`src/rtl/mips_multicycle_core.sv`:
```
// Multicycle MIPS core (lw/sw/add/sub/and/or/slt/beq/addi/j) sharing one ALU and
// one unified memory port with a req/ready handshake.
module mips_multicycle_core #(
  parameter logic [31:0] RESET_PC        = 32'h0,
  parameter int          MEM_ADDR_W      = 10,
  parameter bit          HALT_ON_ILLEGAL = 1'b1
) (
  input  logic                  clk,
  input  logic                  reset,
  output logic                  mem_req,
  output logic                  mem_we,
  output logic [MEM_ADDR_W-1:0] mem_addr,
  output logic [31:0]           mem_wdata,
  input  logic [31:0]           mem_rdata,
  input  logic                  mem_ready,
  output logic [31:0]           pc,
  output logic [31:0]           Instr,
  output logic [3:0]            state,
  output logic                  rf_we,
  output logic [4:0]            rf_wa,
  output logic [31:0]           rf_wd,
  output logic                  instr_done,
  output logic                  halted
);

  typedef enum logic [3:0] {
    S_FETCH  = 4'd0,  S_DECODE = 4'd1,  S_MEMADR = 4'd2,  S_MEMRD  = 4'd3,
    S_MEMWB  = 4'd4,  S_MEMWR  = 4'd5,  S_EXEC   = 4'd6,  S_ALUWB  = 4'd7,
    S_BRANCH = 4'd8,  S_ADDIEX = 4'd9,  S_ADDIWB = 4'd10, S_JUMP   = 4'd11,
    S_HALT   = 4'd15
  } state_t;

  localparam logic [5:0] OP_R = 6'h00, OP_LW = 6'h23, OP_SW = 6'h2B;
  localparam logic [5:0] OP_BEQ = 6'h04, OP_ADDI = 6'h08, OP_J = 6'h02;
  localparam logic [5:0] FN_ADD = 6'h20, FN_SUB = 6'h22, FN_AND = 6'h24;
  localparam logic [5:0] FN_OR = 6'h25, FN_SLT = 6'h2A;

  state_t      state_q, state_d;
  logic [31:0] pc_q, pc_d, instr_q, instr_d;
  logic [31:0] a_q, a_d, b_q, b_d, alu_q, alu_d, mdr_q, mdr_d;
  logic        halted_q, halted_d;
  logic [31:0] gpr_q [32];

  logic [5:0]  op, fn;
  logic [4:0]  rs, rt, rd;
  logic [31:0] imm_sx, rs_val, rt_val, alu_res;
  logic        rtype_ok;
  state_t      illegal_next;

  logic                  req_c, we_c, rfwe_c, done_c;
  logic [MEM_ADDR_W-1:0] addr_c;
  logic [4:0]            rfwa_c;
  logic [31:0]           rfwd_c;

  assign op     = instr_q[31:26];
  assign rs     = instr_q[25:21];
  assign rt     = instr_q[20:16];
  assign rd     = instr_q[15:11];
  assign fn     = instr_q[5:0];
  assign imm_sx = {{16{instr_q[15]}}, instr_q[15:0]};
  assign rs_val = (rs == 5'd0) ? 32'd0 : gpr_q[rs];
  assign rt_val = (rt == 5'd0) ? 32'd0 : gpr_q[rt];
  assign rtype_ok = (fn == FN_ADD) || (fn == FN_SUB) || (fn == FN_AND) ||
                    (fn == FN_OR)  || (fn == FN_SLT);
  assign illegal_next = HALT_ON_ILLEGAL ? S_HALT : S_FETCH;

  always_comb begin
    alu_res = 32'd0;
    case (fn)
      FN_ADD:  alu_res = a_q + b_q;
      FN_SUB:  alu_res = a_q - b_q;
      FN_AND:  alu_res = a_q & b_q;
      FN_OR:   alu_res = a_q | b_q;
      FN_SLT:  alu_res = ($signed(a_q) < $signed(b_q)) ? 32'd1 : 32'd0;
      default: alu_res = 32'd0;
    endcase
  end

  always_comb begin
    state_d = state_q;
    pc_d    = pc_q;
    instr_d = instr_q;
    a_d     = a_q;
    b_d     = b_q;
    alu_d   = alu_q;
    mdr_d   = mdr_q;
    req_c   = 1'b0;
    we_c    = 1'b0;
    addr_c  = alu_q[MEM_ADDR_W+1:2];
    rfwe_c  = 1'b0;
    rfwa_c  = rt;
    rfwd_c  = alu_q;
    done_c  = 1'b0;
    case (state_q)
      S_FETCH: begin
        req_c  = 1'b1;
        addr_c = pc_q[MEM_ADDR_W+1:2];
        if (mem_ready) begin
          instr_d = mem_rdata;
          pc_d    = pc_q + 32'd4;
          state_d = S_DECODE;
        end
      end
      S_DECODE: begin
        a_d   = rs_val;
        b_d   = rt_val;
        // Branch target computed speculatively while the opcode is dispatched.
        alu_d = pc_q + {imm_sx[29:0], 2'b00};
        case (op)
          OP_LW, OP_SW: state_d = S_MEMADR;
          OP_R:         state_d = rtype_ok ? S_EXEC : illegal_next;
          OP_BEQ:       state_d = S_BRANCH;
          OP_ADDI:      state_d = S_ADDIEX;
          OP_J:         state_d = S_JUMP;
          default:      state_d = illegal_next;
        endcase
      end
      S_MEMADR: begin
        alu_d   = a_q + imm_sx;
        state_d = (op == OP_SW) ? S_MEMWR : S_MEMRD;
      end
      S_MEMRD: begin
        req_c = 1'b1;
        if (mem_ready) begin
          mdr_d   = mem_rdata;
          state_d = S_MEMWB;
        end
      end
      S_MEMWB: begin
        rfwe_c  = 1'b1;
        rfwd_c  = mdr_q;
        done_c  = 1'b1;
        state_d = S_FETCH;
      end
      S_MEMWR: begin
        req_c = 1'b1;
        we_c  = 1'b1;
        if (mem_ready) begin
          done_c  = 1'b1;
          state_d = S_FETCH;
        end
      end
      S_EXEC: begin
        alu_d   = alu_res;
        state_d = S_ALUWB;
      end
      S_ALUWB: begin
        rfwe_c  = 1'b1;
        rfwa_c  = rd;
        done_c  = 1'b1;
        state_d = S_FETCH;
      end
      S_BRANCH: begin
        if (a_q == b_q) pc_d = alu_q;
        done_c  = 1'b1;
        state_d = S_FETCH;
      end
      S_ADDIEX: begin
        alu_d   = a_q + imm_sx;
        state_d = S_ADDIWB;
      end
      S_ADDIWB: begin
        rfwe_c  = 1'b1;
        done_c  = 1'b1;
        state_d = S_FETCH;
      end
      S_JUMP: begin
        pc_d    = {pc_q[31:28], instr_q[25:0], 2'b00};
        done_c  = 1'b1;
        state_d = S_FETCH;
      end
      S_HALT:  state_d = S_HALT;
      default: state_d = S_HALT;
    endcase
    halted_d = (state_d == S_HALT);
  end

  always_ff @(posedge clk) begin
    if (!reset) begin
      state_q  <= S_FETCH;
      pc_q     <= RESET_PC;
      instr_q  <= 32'd0;
      a_q      <= 32'd0;
      b_q      <= 32'd0;
      alu_q    <= 32'd0;
      mdr_q    <= 32'd0;
      halted_q <= 1'b0;
      for (int i = 0; i < 32; i++) gpr_q[i] <= 32'd0;
    end else begin
      state_q  <= state_d;
      pc_q     <= pc_d;
      instr_q  <= instr_d;
      a_q      <= a_d;
      b_q      <= b_d;
      alu_q    <= alu_d;
      mdr_q    <= mdr_d;
      halted_q <= halted_d;
      // $0 stays hard-wired to zero even though the strobe still pulses.
      if (rfwe_c && (rfwa_c != 5'd0)) gpr_q[rfwa_c] <= rfwd_c;
    end
  end

  assign mem_req    = req_c & reset;
  assign mem_we     = we_c & reset;
  assign mem_addr   = addr_c;
  assign mem_wdata  = b_q;
  assign pc         = pc_q;
  assign Instr      = instr_q;
  assign state      = state_q;
  assign rf_we      = rfwe_c & reset;
  assign rf_wa      = rfwa_c;
  assign rf_wd      = rfwd_c;
  assign instr_done = done_c & reset;
  assign halted     = halted_q;

endmodule

```
`config.mk`:
```
export PLATFORM = sky130hd
export DESIGN_NAME = mips_multicycle_core
export DESIGN_NICKNAME = d
export VERILOG_FILES = /design/src/rtl/mips_multicycle_core.sv
export SDC_FILE = /design/constraint.sdc
export NUM_CORES = 2
export LEC_CHECK = 0
export BUFFER_PORTS_ARGS = -buffer_cell sky130_fd_sc_hd__buf_2
export CAP_MARGIN = 20
export CORE_MARGIN = 2
export CORE_UTILIZATION = 35
export CTS_BUF_LIST = sky130_fd_sc_hd__clkbuf_8
export DETAILED_ROUTE_END_ITERATION = 10
export GPL_TIMING_DRIVEN = 0
export SETUP_SLACK_MARGIN = 0.05
export SYNTH_ARGS = -nofsm -noshare
export SYNTH_HDL_FRONTEND = slang
export SYNTH_SLANG_ARGS = --single-unit
```
`constraint.sdc`:
```
create_clock -name clk -period 3.8 [get_ports clk]
set_clock_uncertainty 0.1 [all_clocks]
set_input_delay 0.38 -clock clk [delete_from_list [all_inputs] [get_ports clk]]
set_output_delay 0.38 -clock clk [all_outputs]
set_load 0.03 [all_outputs]
```
# --- After elaboration in Yosys (flattened, before gate mapping) ---
# Memory sizes are Yosys's and may differ from the RTL's. A register that Yosys moved wholly into a read port is not among the register bits.
# Cells that the tools add are included.
word_totals:
  mem_count: 1
  ff_bits: 197
  ram_bits: 1024
  in_bits: 35
  word_cells: 105
  out_inout_bits: 152
memory_table:
  columns: ["memory", "words", "word_bits", "rd", "rd_clocked_by_memory_dff", "wr", "line_no", "text"]
  rows:
  - ["gpr_q", 32, 32, 2, 2, 32, "42", "logic [31:0] gpr_q [32];"]
classes:
  eq_ne: 25
  muxes: 34
  magnitude_cmp: 1
  bitwise: 7
  reduce_logical: 23
  add_sub_neg: 5
ops:
  columns: ["operator", "count"]
  rows:
  - ["32-bit 2-to-1 mux", 6]
  - ["32-bit one-hot mux with 3 select lines", 2]
  - ["32-bit one-hot mux with 5 select lines", 1]
  - ["32-bit adder", 3]
  - ["6-bit equality test, second input constant", 7]
  - ["32-bit by 3-bit adder with 32-bit output, second input constant", 1]
  - ["32-bit bitwise AND", 1]
  - ["32-bit equality test", 1]
  - ["32-bit less-than comparator", 1]
  - ["32-bit OR", 1]
  - ["4-bit one-hot mux with 8 select lines", 1]
  - ["32-bit OR reduction", 1]
  - ["32-bit subtractor", 1]
  - ["5-bit 2-to-1 mux", 6]
  - ["4-bit equality test, second input constant", 5]
  - ["4-bit one-hot mux with 5 select lines", 1]
  - ["4-bit by 3-bit equality test with 1-bit output, second input constant", 4]
  - ["4-bit 2-to-1 mux", 4]
  - ["5-bit logical NOT", 2]
  - ["1-bit 2-to-1 mux", 10]
  - ["10-bit 2-to-1 mux", 1]
  - ["4-bit by 2-bit equality test with 1-bit output, second input constant", 2]
  - ["6-bit by 2-bit equality test with 1-bit output, second input constant", 1]
  - ["6-bit by 3-bit equality test with 1-bit output, second input constant", 1]
  - ["20 further kinds", 31]

# --- Longest topological paths before layout ---
depth:
  depth_word: 9
  mapped_depth: 14
  depth_no_buf: 13

# --- Worst setup path before layout ---
# No wires, ideal clock.
synth_timing:
  kind: "register to register"
  from: "reg state_q[2] (netlist: state[2])"
  to: "mem gpr_q[12][0], enable pin"
  setup_ns: 0.389
  path_slack_ns: -0.048
  stages_incl_launch_ff: 9
  period_less_slack_ns: 3.848
  arrival_time_ns: 3.358
  t_required_ns: 3.311
  path_buffers: 1
  path_cell_list: "dfxtp_1 > nor2b_4 > nand3_4 > mux2_4 > or3_4 > nor3_4 > nand2_4 > buf_2 > nand2_1"
synth_lines:
  columns: ["item", "line_no", "text"]
  rows:
  - ["from (decl)", "38", "state_t state_q, state_d;"]
  - ["from (signal assigned)", "190", "state_q <= state_d;"]
  - ["to (decl)", "42", null]

==> impl_metrics.toml <==
[global_routing]
grt.overflow.total = 0
grt_first_pass_wirelength_um = 394000
grt_max_degree = 37
grt_pass1_vias = 52400
grt_usage = 0.281
antenna_found_initial = 19

[clock_tree]
cts_made_buffers = 211
root_buffer = "clkbuf_8"
cts_sinks = 1231
cts_max_level = 4
cts_max_path_buffers = 3
clk_pin_slew_ns = 0.06
clk_latency_ns = 1.04
cts_tree = "yes"

[detailed_routing]
wl_um = 285000
drt_first_pass_iters = 6
drcViolationCount = 0
vias = 53700
routedWlPerCell_um = 32.3
dr_wl_met3_um = 37800
dr_wl_met2_um = 130000
top_layer_used = "met5"
drtIter0Drc = 7824
wl_met1_um = 103000
ant_nets = 0
via_per_inst = 6.08

[die]
die_x_um = 446
std_cell_rows = 162
die-area_mm2 = 0.199
ioPinCount = 187
start_util = 0.351
fp.coreArea_mm2 = 0.194
die_h_um = 446

[timing]
tightest_slew_ns = 1.43
slew_headroom = 0.0488
rsz0062_at_grt = "yes"
hold_viol = 0
final-setup-viol-count = 0
finalMaxSlewViolations = 0
fin_crit_sh = 0.993
post-route-min-period_ns = 3.77
fmax_mhz = 265

[power]
ir_drop_mv = 0.458
power.density_mw_per_mm2 = 789
leakage_nw = 28.2

[setup_path]
cp_slowest_cell = "mux4_2"
end_kind = "register"
crit_chain = "clkbuf_1, buf_2, clkbuf_2, buf_16, mux4_2, mux4_2, mux2i_1, nor2_1, a21oi_1, nor2_1"
critPathRequiredTime_ns = 4.50
crit_fanout = 11
max_stage_delay_ns = 0.58
start_kind = "register"
arrival_ns = 4.47
crit_type = "reg -> reg"

[synthesis]
synthTopCellsByArea = "edfxtp_1, mux4_2, nor2_1"
synthDistinctLibCells = 97
synthArstFlopShare = 0
yosys_register_bits = 1231
ys_seq_area_frac = 0.511
ys_warn_count = 0
synthFlopType = "edfxtp_1"
yosysTopAreaCell = "edfxtp_1"
synth.avg_cell_area_um2 = 12.4
synth-edff-count = 1024
synth_top_area_frac = 0.450
synth.cell_area_mm2 = 0.0683
synthCells = 5493

[cells_and_area]
num-fill-cells = 18100
drive_gt1_frac = 0.271
register_area_mm2 = 0.0350
stdcell_area_mm2 = 0.0810
multiInputGateArea_mm2 = 0.0324
layout_common_cells = "nor2_1, edfxtp_1, mux4_2, a21oi_1, nand2_1"
stdcell_count = 8835
layout.cells.most_common = "nor2_1"
area_delta_synth_final_pct = 18.7
nNetsFinal = 6329

[placement]
place_hpwl_um = 214000
dpl_cell_area_mm2 = 0.0736
dp.cells = 8314
portBuffers = 184
place.gp.congestion = 0.976

[job]
maxCapViolCount = 0

[min_path]
hp-class = "in -> reg"

[status]
status = "finished, final reports clean"
cells in the mapped netlist (13+ instances only):
| master | n |
|---|---|
| a211oi_1 | 29 |
| a21o_1 | 31 |
| a21oi_1 | 318 |
| a221oi_1 | 27 |
| a22oi_1 | 16 |
| a31oi_1 | 26 |
| and3_1 | 16 |
| buf_1 | 65 |
| buf_2 | 37 |
| clkbuf_1 | 365 |
| dfxtp_1 | 207 |
| edfxtp_1 | 1024 |
| ha_1 | 171 |
| inv_1 | 139 |
| mux2i_1 | 104 |
| mux4_2 | 640 |
| nand2_1 | 330 |
| nand2b_1 | 22 |
| nand3_1 | 37 |
| nand4_1 | 14 |
| nor2_1 | 1275 |
| nor2b_1 | 17 |
| nor3_1 | 48 |
| nor4_1 | 19 |
| o21a_1 | 16 |
| o21ai_0 | 160 |
| o21bai_1 | 13 |
| o22ai_1 | 26 |
| xnor2_1 | 54 |
| xor2_1 | 30 |
per-layer routing:
| metal | vias up | global-route usage |
|---|---|---|
| li1 | 21900 | - |
| met1 | 27300 | 0.352 |
| met2 | 3803 | 0.441 |
| met3 | 711 | 0.0940 |
| met4 | 8 | 0.127 |
| met5 | - | 0 |
metrics by stage:
step                      setup slack [ns]  total power [W]  setup TNS, ns  hold slack, ns   util
after floorplan                     0.0930           0.0353              0           0.336      -
after global placement               -2.20           0.0468       -2113.70           0.343  0.373
after detailed placement             -1.27           0.0476        -959.99           0.349  0.379
after CTS                           -0.369           0.0614        -159.76          0.0221  0.410
after global routing               -0.0158           0.0656        -0.0158           0.102  0.417
final                               0.0271           0.0639              0          0.0678  0.417
final cells by class:
type,count,share of cell area
antenna,12,0.000371
multi-input combinational,3677,0.400
clock buffer,221,0.0375
timing repair buffer,404,0.0452
tap,2542,0.0393
buffer,454,0.0280
clock inverter,154,0.0120
sequential,1231,0.432
inverter,140,0.00661
final timing paths:
check / start / end / slack (ns) / depth (start not counted)
worst max-delay path: register / mem_wdata[23] / 0.03 / 10
worst max register to register: register / mem_wdata[23] / 0.03 / 10
worst min-delay path: mem_rdata[0] / Instr[0] / 0.07 / 4
worst min register to register: mdr_q[8] / mdr_q[8] / 0.36 / 2
where the power goes:
| part | total, W | switching, W | internal, W |
|---|---|---|---|
| registers | 0.0173 | 0.00164 | 0.0157 |
| logic | 0.0347 | 0.0217 | 0.0129 |
| clock network | 0.0120 | 0.00600 | 0.00597 |
flip-flops by register name, summed over array words and instances (netlist names), named ones only:
name and flops:
a_q 32, pc 32, halted 1, mem_wdata 32
gpr_q 1024, Instr 32, mdr_q 32, state 4
alu_q 32
critical path, delay by kind of cell (launching register included):
| kind | cells | cell delay, ns |
|---|---|---|
| buf+inv | 4 | 1.36 |
| simple gates | 2 | 0.15 |
| flops | 1 | 0.32 |
| compound gates | 1 | 0.14 |
| mux | 3 | 1.52 |
cells by family after synthesis:
family                     count (synthesis)  share of synthesized area
AOI/OAI and AO/OA                        780                     0.0703
xor gates and xnor gates                  84                     0.0108
DFF                                     1231                      0.511
other                                      1                  0.0000549
muxes                                    756                      0.228
adders and majority gates                175                     0.0325
and+or+nand+nor                         1850                      0.112
buffers and inverters                    616                     0.0352
what timing repair did:
action	4_1_cts	5_1_grt
gates cloned	2	2
hold endpoints to repair	75	0
buffers inserted	62	38
endpoints found under the setup margin	1989	1211
resized for setup	274	326
hold buffers	33	0
pin swaps	12	21
No activity file was read; power rests on OpenSTA's default activity.
